<file path="src/rtl/mod_counter_pkg.sv">
// Shared types and helpers for the modulus counter with BCD display output.
package mod_counter_pkg;

  // Sequential binary-to-BCD converter states.
  typedef enum logic [1:0] {
    StIdle,
    StShift,
    StDone
  } conv_state_e;

  // Width of one sseg_driver digit field: {enable, bcd[3:0], dp_n}.
  localparam int unsigned SSEG_FIELD_W = 6;

  // Smallest digit count n with 10**n > max_val.
  function automatic int unsigned min_digits(input int unsigned max_val);
    int unsigned n;
    logic [63:0] lim;
    n   = 1;
    lim = 64'd10;
    for (int i = 0; i < 19; i++) begin
      if (lim <= 64'(max_val)) begin
        n   = n + 1;
        lim = lim * 64'd10;
      end
    end
    return n;
  endfunction

endpackage

</file>
<file path="src/rtl/mod_counter_bcd_if.sv">
// Command and status bundle between the button front end, the counter and the display driver.
interface mod_counter_bcd_if
  import mod_counter_pkg::*;
#(
  parameter int unsigned WIDTH  = 8,
  parameter int unsigned DIGITS = 3
);

  logic                           up;
  logic                           down;
  logic                           load;
  logic                           sat_mode;
  logic [WIDTH-1:0]               D;
  logic [WIDTH-1:0]               count;
  logic                           ovf;
  logic                           unf;
  logic [4*DIGITS-1:0]            bcd;
  logic                           bcd_valid;
  logic [SSEG_FIELD_W*DIGITS-1:0] digit_fields;

  // Command source (button side) and its view of the status.
  modport master (
    output up, down, load, sat_mode, D,
    input  count, ovf, unf, bcd, bcd_valid, digit_fields
  );

  // Counter side.
  modport slave (
    input  up, down, load, sat_mode, D,
    output count, ovf, unf, bcd, bcd_valid, digit_fields
  );

endinterface

</file>
<file path="src/rtl/mod_counter_bcd_bin2bcd_seq.sv">
// Sequential shift-add-3 binary-to-BCD converter; one bit per clock, MSB first.
module bin2bcd_seq
  import mod_counter_pkg::*;
#(
  parameter int unsigned WIDTH  = 8,
  parameter int unsigned DIGITS = 3
) (
  input  logic                clk,
  input  logic                rst,
  input  logic [WIDTH-1:0]    value,
  output logic [4*DIGITS-1:0] bcd,
  output logic                busy,
  output logic                match
);

  localparam int unsigned   CntW    = (WIDTH > 1) ? $clog2(WIDTH) : 1;
  localparam logic [CntW-1:0] LastBit = CntW'(WIDTH - 1);

  conv_state_e         state_q, state_d;
  logic [WIDTH-1:0]    snap_q, snap_d;
  logic [WIDTH-1:0]    bin_q, bin_d;
  logic [4*DIGITS-1:0] acc_q, acc_d, acc_adj;
  logic [4*DIGITS-1:0] bcd_q, bcd_d;
  logic [CntW-1:0]     cnt_q, cnt_d;

  // Add-3 correction on every nibble >= 5 ahead of the shift.
  always_comb begin
    acc_adj = acc_q;
    for (int i = 0; i < DIGITS; i++) begin
      if (acc_q[4*i +: 4] >= 4'd5) begin
        acc_adj[4*i +: 4] = acc_q[4*i +: 4] + 4'd3;
      end
    end
  end

  // Next-state: snapshot on change, shift WIDTH bits, publish once in StDone.
  always_comb begin
    state_d = state_q;
    snap_d  = snap_q;
    bin_d   = bin_q;
    acc_d   = acc_q;
    cnt_d   = cnt_q;
    bcd_d   = bcd_q;
    unique case (state_q)
      StIdle: begin
        if (value != snap_q) begin
          snap_d  = value;
          bin_d   = value;
          acc_d   = '0;
          cnt_d   = '0;
          state_d = StShift;
        end
      end
      StShift: begin
        {acc_d, bin_d} = {acc_adj, bin_q} << 1;
        cnt_d          = cnt_q + CntW'(1);
        if (cnt_q == LastBit) begin
          state_d = StDone;
        end
      end
      StDone: begin
        // Only here does bcd change, so partial shift results are never visible.
        bcd_d   = acc_q;
        state_d = StIdle;
      end
      default: state_d = StIdle;
    endcase
  end

  // State registers; reset abandons any conversion in flight.
  always_ff @(posedge clk) begin
    if (rst) begin
      state_q <= StIdle;
      snap_q  <= '0;
      bin_q   <= '0;
      acc_q   <= '0;
      cnt_q   <= '0;
      bcd_q   <= '0;
    end else begin
      state_q <= state_d;
      snap_q  <= snap_d;
      bin_q   <= bin_d;
      acc_q   <= acc_d;
      cnt_q   <= cnt_d;
      bcd_q   <= bcd_d;
    end
  end

  assign bcd   = bcd_q;
  assign busy  = (state_q != StIdle);
  assign match = (snap_q == value);

endmodule

</file>
<file path="src/rtl/mod_counter_bcd.sv">
// Up/down/load counter with programmable modulus, wrap/saturate, and BCD display fields.
module mod_counter_bcd
  import mod_counter_pkg::*;
#(
  parameter int unsigned WIDTH    = 8,
  parameter int unsigned MAX      = 255,
  parameter int unsigned DIGITS   = 3,
  parameter int unsigned BLANK_LZ = 1
) (
  input logic              clk,
  input logic              rst,
  mod_counter_bcd_if.slave bus
);

  localparam logic [WIDTH-1:0] MaxVal = WIDTH'(MAX);

  if (DIGITS < min_digits(MAX)) begin : g_digits_chk
    $error("mod_counter_bcd: DIGITS too small to display MAX");
  end
  if ((MAX < 1) || (64'(MAX) >= (64'd1 << WIDTH))) begin : g_max_chk
    $error("mod_counter_bcd: MAX outside 1..2**WIDTH-1");
  end

  logic [WIDTH-1:0]               count_q, count_d;
  logic                           ovf_q, ovf_d;
  logic                           unf_q, unf_d;
  logic [4*DIGITS-1:0]            bcd_w;
  logic                           conv_busy;
  logic                           conv_match;
  logic [DIGITS-1:0]              digit_en;
  logic [SSEG_FIELD_W*DIGITS-1:0] fields;
  logic                           seen_nz;

  // Counter next-state: load > (up & down hold) > up > down.
  always_comb begin
    count_d = count_q;
    ovf_d   = 1'b0;
    unf_d   = 1'b0;
    if (bus.load) begin
      // Clamping an out-of-range load is not an overflow.
      count_d = (bus.D > MaxVal) ? MaxVal : bus.D;
    end else if (bus.up && bus.down) begin
      count_d = count_q;
    end else if (bus.up) begin
      if (count_q == MaxVal) begin
        ovf_d   = 1'b1;
        count_d = bus.sat_mode ? MaxVal : '0;
      end else begin
        count_d = count_q + WIDTH'(1);
      end
    end else if (bus.down) begin
      if (count_q == '0) begin
        unf_d   = 1'b1;
        count_d = bus.sat_mode ? '0 : MaxVal;
      end else begin
        count_d = count_q - WIDTH'(1);
      end
    end
  end

  // Count and one-cycle flag registers.
  always_ff @(posedge clk) begin
    if (rst) begin
      count_q <= '0;
      ovf_q   <= 1'b0;
      unf_q   <= 1'b0;
    end else begin
      count_q <= count_d;
      ovf_q   <= ovf_d;
      unf_q   <= unf_d;
    end
  end

  bin2bcd_seq #(
    .WIDTH  (WIDTH),
    .DIGITS (DIGITS)
  ) u_bin2bcd (
    .clk   (clk),
    .rst   (rst),
    .value (count_q),
    .bcd   (bcd_w),
    .busy  (conv_busy),
    .match (conv_match)
  );

  // Display fields: scan from the top digit so leading zeros can be blanked.
  always_comb begin
    seen_nz  = 1'b0;
    digit_en = '0;
    fields   = '0;
    for (int i = DIGITS - 1; i >= 0; i--) begin
      seen_nz     = seen_nz | (|bcd_w[4*i +: 4]);
      digit_en[i] = (i == 0) || (BLANK_LZ == 0) || seen_nz;
      fields[SSEG_FIELD_W*i +: SSEG_FIELD_W] = {digit_en[i], bcd_w[4*i +: 4], 1'b1};
    end
  end

  assign bus.count        = count_q;
  assign bus.ovf          = ovf_q;
  assign bus.unf          = unf_q;
  assign bus.bcd          = bcd_w;
  assign bus.bcd_valid    = ~conv_busy & conv_match;
  assign bus.digit_fields = fields;

endmodule

</file>
<file path="src/flat_wrapper.sv">
// flat-port wrapper written by rule: the top's interface ports become plain ports
module mod_counter_bcd_flat import mod_counter_pkg::*;
#(
  parameter int unsigned WIDTH    = 8,
  parameter int unsigned MAX      = 255,
  parameter int unsigned DIGITS   = 3,
  parameter int unsigned BLANK_LZ = 1
)
  (clk, rst, bus_up, bus_down, bus_load, bus_sat_mode, bus_D, bus_count, bus_ovf, bus_unf, bus_bcd, bus_bcd_valid, bus_digit_fields);
  mod_counter_bcd_if #(.WIDTH(WIDTH), .DIGITS(DIGITS)) bus_i ();
  input logic clk;
  input logic rst;
  input wire logic [$bits(bus_i.up)-1:0] bus_up;
  input wire logic [$bits(bus_i.down)-1:0] bus_down;
  input wire logic [$bits(bus_i.load)-1:0] bus_load;
  input wire logic [$bits(bus_i.sat_mode)-1:0] bus_sat_mode;
  input wire logic [$bits(bus_i.D)-1:0] bus_D;
  output wire logic [$bits(bus_i.count)-1:0] bus_count;
  output wire logic [$bits(bus_i.ovf)-1:0] bus_ovf;
  output wire logic [$bits(bus_i.unf)-1:0] bus_unf;
  output wire logic [$bits(bus_i.bcd)-1:0] bus_bcd;
  output wire logic [$bits(bus_i.bcd_valid)-1:0] bus_bcd_valid;
  output wire logic [$bits(bus_i.digit_fields)-1:0] bus_digit_fields;
  assign bus_i.up = bus_up;
  assign bus_i.down = bus_down;
  assign bus_i.load = bus_load;
  assign bus_i.sat_mode = bus_sat_mode;
  assign bus_i.D = bus_D;
  assign bus_count = bus_i.count;
  assign bus_ovf = bus_i.ovf;
  assign bus_unf = bus_i.unf;
  assign bus_bcd = bus_i.bcd;
  assign bus_bcd_valid = bus_i.bcd_valid;
  assign bus_digit_fields = bus_i.digit_fields;
  mod_counter_bcd #(.WIDTH(WIDTH), .MAX(MAX), .DIGITS(DIGITS), .BLANK_LZ(BLANK_LZ)) u_core (.clk(clk), .rst(rst), .bus(bus_i));
endmodule
</file>
<file path="config.mk">
export PLATFORM = sky130hd
export DESIGN_NAME = mod_counter_bcd_flat
export DESIGN_NICKNAME = d
export VERILOG_FILES = /design/src/rtl/mod_counter_pkg.sv /design/src/rtl/mod_counter_bcd_if.sv /design/src/rtl/mod_counter_bcd_bin2bcd_seq.sv /design/src/rtl/mod_counter_bcd.sv /design/src/flat_wrapper.sv
export SDC_FILE = /design/constraint.sdc
export NUM_CORES = 1
export LEC_CHECK = 0
export BUFFER_PORTS_ARGS = -buffer_cell sky130_fd_sc_hd__buf_4
export CAP_MARGIN = 15
export CORE_UTILIZATION = 56
export DETAILED_ROUTE_END_ITERATION = 10
export GPL_TIMING_DRIVEN = 0
export PLACE_DENSITY = 0.88
export SLEW_MARGIN = 20
export SYNTH_ARGS = -nofsm -noshare
export SYNTH_HDL_FRONTEND = slang
export SYNTH_SLANG_ARGS = --single-unit
</file>
<file path="constraint.sdc">
create_clock -name clk -period 2.35 [get_ports clk]
set_input_delay 0.3525 -clock clk [delete_from_list [all_inputs] [get_ports clk]]
set_output_delay 0.3525 -clock clk [all_outputs]
set_load 0.03 [all_outputs]
</file>
== Word level (Yosys, flattened, before mapping) ==
Cells that the tools add are included.

* Register bits: 55
* Input bits: 14
* Word-level logic and storage cells: 70

* $add $sub $neg: 6
* $lt $le $gt $ge: 4
* Equality and inequality tests: 9
* Multiplexer cells: 23
* Bitwise operators: 5
* Reductions and logical operators: 14

{| class="wikitable"
|+ Operator list
! operator !! count
|-
| $mux 8 || 10
|-
| $pmux 12 s2 || 1
|-
| $pmux 8 s2 || 1
|-
| $ge 4x3->1 const B || 3
|-
| $mux 12 || 1
|-
| $reduce_or 4->1 || 3
|-
| $add 4x2->4 const B || 2
|-
| $add 8x1->8 const B || 1
|-
| $eq 8x8->1 || 1
|-
| $eq 8x8->1 const B || 1
|-
| $gt 8x8->1 const B || 1
|-
| $logic_not 8->1 || 1
|-
| $mux 4 || 2
|-
| $ne 8x8->1 || 1
|-
| $reduce_and 2->1 || 4
|-
| $sub 8x1->8 const B || 1
|-
| $mux 3 || 2
|-
| $ne 2x2->1 const B || 3
|-
| $pmux 3 s2 || 1
|-
| $reduce_or 5->1 || 1
|-
| $mux 2 || 2
|-
| $pmux 2 s2 || 1
|-
| $reduce_bool 2->1 || 2
|-
| $add 3x1->3 const B || 1
|-
| other kinds (11) || 14
|}

== Logic depth before layout (Yosys ltp) ==
* Depth after elaboration: 6
* Depth in mapped cells: 8
* Mapped depth without buffers: 7

== Cells and area by module ==
A second synthesis with hierarchy kept.

* Cell total of the unflattened synthesis: 397
* Area total of the unflattened synthesis: 3159.3 um^2

{| class="wikitable"
|+ By module, submodules not included
! module !! times used !! cells each !! area each (um^2)
|-
| bin2bcd_seq || 1 || 246 || 2009.4
|-
| mod_counter_bcd || 1 || 151 || 1149.9
|}

== Worst setup path after synthesis ==
No wires, ideal clock.

* Path kind: reg-to-output
* From: register u_core.count_q[1] (netlist: u_core.bus.count[1])
* To: output bus_bcd_valid
* Data arrival time: 1.977 ns
* Required time: 1.997 ns
* Slack: 0.021 ns
* Cell stages (with the launch flop): 5
* Path through: dfxtp_1 > buf_6 > xnor2_4 > nand4_4 > nor4_1

* Word-level cells in the longest chain between the ends: 2

{| class="wikitable"
|+ RTL lines
! element !! line !! source
|-
| from (decl) || mod_counter_bcd.sv:24 || <nowiki>logic [WIDTH-1:0] count_q, count_d;</nowiki>
|-
| from (signal assigned) || mod_counter_bcd.sv:68 || <nowiki>count_q <= count_d;</nowiki>
|-
| $eq 8x8->1 || mod_counter_bcd_bin2bcd_seq.sv:91 || <nowiki>assign match = (snap_q == value);</nowiki>
|-
| $and 1x1->1 || mod_counter_bcd.sv:102 || <nowiki>assign bus.bcd_valid = ~conv_busy & conv_match;</nowiki>
|-
| to (decl) || flat_wrapper.sv:22 || <nowiki>output wire logic [$bits(bus_i.bcd_valid)-1:0] bus_bcd_valid;</nowiki>
|}

Every way passes these cells.

== Worst setup path in the final report ==
* From: register u_core.count_q[2] (netlist: u_core.bus.count[2])
* To: output bus_bcd_valid

Same word-level chain as after synthesis.

==> impl_results.md <==
* Status: completed
* CTS Buffer Depth at 2
* Synth top area share at 0.342
* Antenna Violating Nets Remaining at 0
* Critical path endpoint category: output pin
* Worst vdd rail ir drop at roughly 400 µV
* Relative slew slack at 0.597
* CTS Buf Count at 5
* Reg clk slew, reported paths at approximately 0.1 ns
* Slowest-stage cell, CP: dfxtp_1
* Area of the die at about 6100 µm²
* First-pass GRT wire length at 13000 µm
* Min-delay worst type: in2reg
* Rows at 27
* Share of layout cells above drive strength 1 at 0.248
* Initial core utilization at 0.584
* Gr usage total at 0.273
* Final setup TNS at 0 ns
* CP cell instances: xnor2_1, nand4_2, nor4_1, buf_4
* Crit. Startpoint: u_core.bus.count[2]
* DP HPWL at roughly 5800 µm
* Vias/cell at about 5.6
* Most frequent cell after synthesis: nand2_1
* RSZ-0062 raised after global routing: no
* Slew Viols, Final at 0
* Pin count of the biggest net entering global routing at 20
* Busiest layer in global routing: met2
* Startpoint types: flop
* Seq cells post-synth at 55
* DR iter-0 viols at roughly 210
* Top FF cell, synth: dfxtp_1
* Post-synth ARST share at 0
* ANT cells at 0
* CTS root buf: clkbuf_8
* Ys Warns at 0
* Worst EP required at roughly 2.0 ns
* Synth Instances at ~380
* Number of gates resized after CTS at 0
* Final setup viols at 0
* Routed len/inst at between 15 and 20 µm
* CP Max Fanout at 5
* Mapped Area at about 3200 µm²
* R2r endpoint: u_core.u_bin2bcd.bin_q[1]
* EDFF count, synth at 0
* Routability cong. at approximately 0.95
* Hold buffers post-CTS at 0
* Area grow syn2layout at 17.6%
* Vias in the first global route at between 2k and 3k
* Final worst path period need at 2.16 ns
* Final WS setup at about 0.19 ns
* Met2 usage at 0.425
* CP arrival at 1.81 ns
* DRC viols at 0
* FMAX at ~460 MHz
* Sink Count at 55
* Leakage at approximately 1.5 nW
* Worst r2r src: u_core.bus.count[2]
* Synth area leader: dfxtp_1
* Top Ports at 55
* Worst-Skew Late Latency at ~0.32 ns
* Die Span Y at 77.8 µm
* Reg2Reg Setup Slack at 0.44 ns
* Setup Skew at a little under 0.01 ns
* Setup WS pre-CTS at 0.487 ns
* CP endpoint: bus_bcd_valid
* H-Tree Depth at 2
* Seq/Total Area, Yosys at 0.342
* Core ar. at approximately 5500 µm²
* Die X at between 70 and 80 µm
* GRT overflow at 0
* Pwr Total at ~2.2 mW
* Mean post-synth cell area at ~8.4 µm²
* Number of port buffers at slightly below 50
* P per Cell Area at 575 nW/µm²
* Peak per-stage delay on the critical path at roughly 0.51 ns
* Synth unique cells at between 50 and 60
* Post-synth top cells: nand2_1 (58), dfxtp_1 (55), a21oi_1 (45)
* Worst setup path class: reg2out
* CTS tree: built
* R2R depth at 6
* Initial antenna violation count at 0
* Via count at around 2.9k
* Number of post-CTS setup repair buffers at 0
* Endpoints failing hold at 0
* Crit share post-route at 0.920
* Slew @ Worst Pin at between 0.6 and 0.7 ns
* Max-cap viol count at 0
* Most area-consuming cells after synthesis: dfxtp_1 (34%), a21oi_1 (7.0%), nand2_1 (6.8%)
* DRT Wirelength at 7800 µm
* Total iterations of the first detailed-routing run at 4
* GR Util met1 at 0.376
* GR Layer Usage met3 at 0.0518
* Fin nets at between 400 and 500
-- sequential cells by signal (all words and copies together), names as in the netlist, 2 cells and up --
| signal | flops |
|---|---|
| u_core.u_bin2bcd.snap_q | 8 |
| u_core.u_bin2bcd.cnt_q | 3 |
| u_core.u_bin2bcd.state_q | 2 |
| u_core.u_bin2bcd.acc_q | 12 |
| u_core.u_bin2bcd.bin_q | 8 |
| u_core.bus.count | 8 |
| u_core.u_bin2bcd.bcd | 12 |
-- layout make-up --
class	count	area, µm²
Multi-Input combinational cell	279	1800
Clock buffer	5	68.8
Clock inverter	3	27.5
Tap cell	72	90.1
Fill cell	460	1720
Buffer	38	275
Inverter	15	56.3
Sequential cell	55	1100
Timing Repair Buffer	49	368
-- report_power, final --
group | switching [mW] | internal, mW | total, mW
clock | 0.336 | 0.222 | 0.558
combinational | 0.360 | 0.238 | 0.598
sequential | 0.0439 | 0.976 | 1.02
total | 0.740 | 1.44 | 2.18
-- metrics by stage --
step	instance area [µm²]	hold WS, ns	util	instances
floorplan	3230	0.437	-	387
global placement	3690	0.444	0.670	508
detailed placement	3690	0.446	0.670	508
CTS	3780	0.317	0.687	516
global route	3780	0.328	0.687	516
finish	3780	0.320	0.687	516
-- cells in the final DEF, fill, tap and decap left out, types with 6 or more instances in the layout --
cell      synthesis  routed
buf_4            17      66
nand2_1          58      58
dfxtp_1          55      55
a21oi_1          45      45
nor2_1           29      29
inv_1            15      15
xnor2_1          12      12
nor3_1           12      12
ha_1             11      11
o21ai_0          10      10
buf_6             9       9
nand2b_1          8       8
clkbuf_1          8       8
nand3_1           6       6
a31oi_1           6       6
-- cells by family (layout without fill, tap and decap cells) --
kind of cell / after synthesis / after routing / share of synthesized area
adder cells (fa/ha/maj): 11 / 11 / 0.0428
XOR/XNOR: 21 / 21 / 0.0817
other: 1 / 4 / 0.00117
multiplexers: 2 / 2 / 0.00622
flip-flops: 55 / 55 / 0.342
AO/OA/AOI/OAI: 94 / 94 / 0.193
buffers and inverters: 53 / 110 / 0.103
AND/OR/NAND/NOR: 147 / 147 / 0.230
-- layer usage --
metal / vias up / part of all wire / wire length, µm
met5: - / 0 / 0
li1: 1424 / - / -
met4: 0 / 0.013 / 105
met2: 117 / 0.46 / 3560
met1: 1349 / 0.46 / 3610
met3: 10 / 0.068 / 527
-- how the worst min path moves through the flow --
stage                              start                   endpoint  slack (ns)  depth (start not counted)
6_report                             rst             u_core.bus.unf        0.32                          4
5_1_grt                              rst             u_core.bus.unf        0.33                          4
4_1_cts                              rst             u_core.bus.unf        0.32                          4
3_5_place_dp   u_core.u_bin2bcd.bin_q[0]  u_core.u_bin2bcd.bin_q[0]        0.45                          2
3_3_place_gp   u_core.u_bin2bcd.bin_q[0]  u_core.u_bin2bcd.bin_q[0]        0.44                          2
2_1_floorplan  u_core.u_bin2bcd.bin_q[7]  u_core.u_bin2bcd.bin_q[7]        0.44                          2
-- critical path: cells and delay by family, from the launching register on --
kind                   cells  cell delay (ns)
AND/OR/NAND/NOR            2             0.56
flip-flops                 1             0.51
buffers and inverters      1             0.23
XOR/XNOR                   1             0.18
Power figures use the tool's default switching activity.
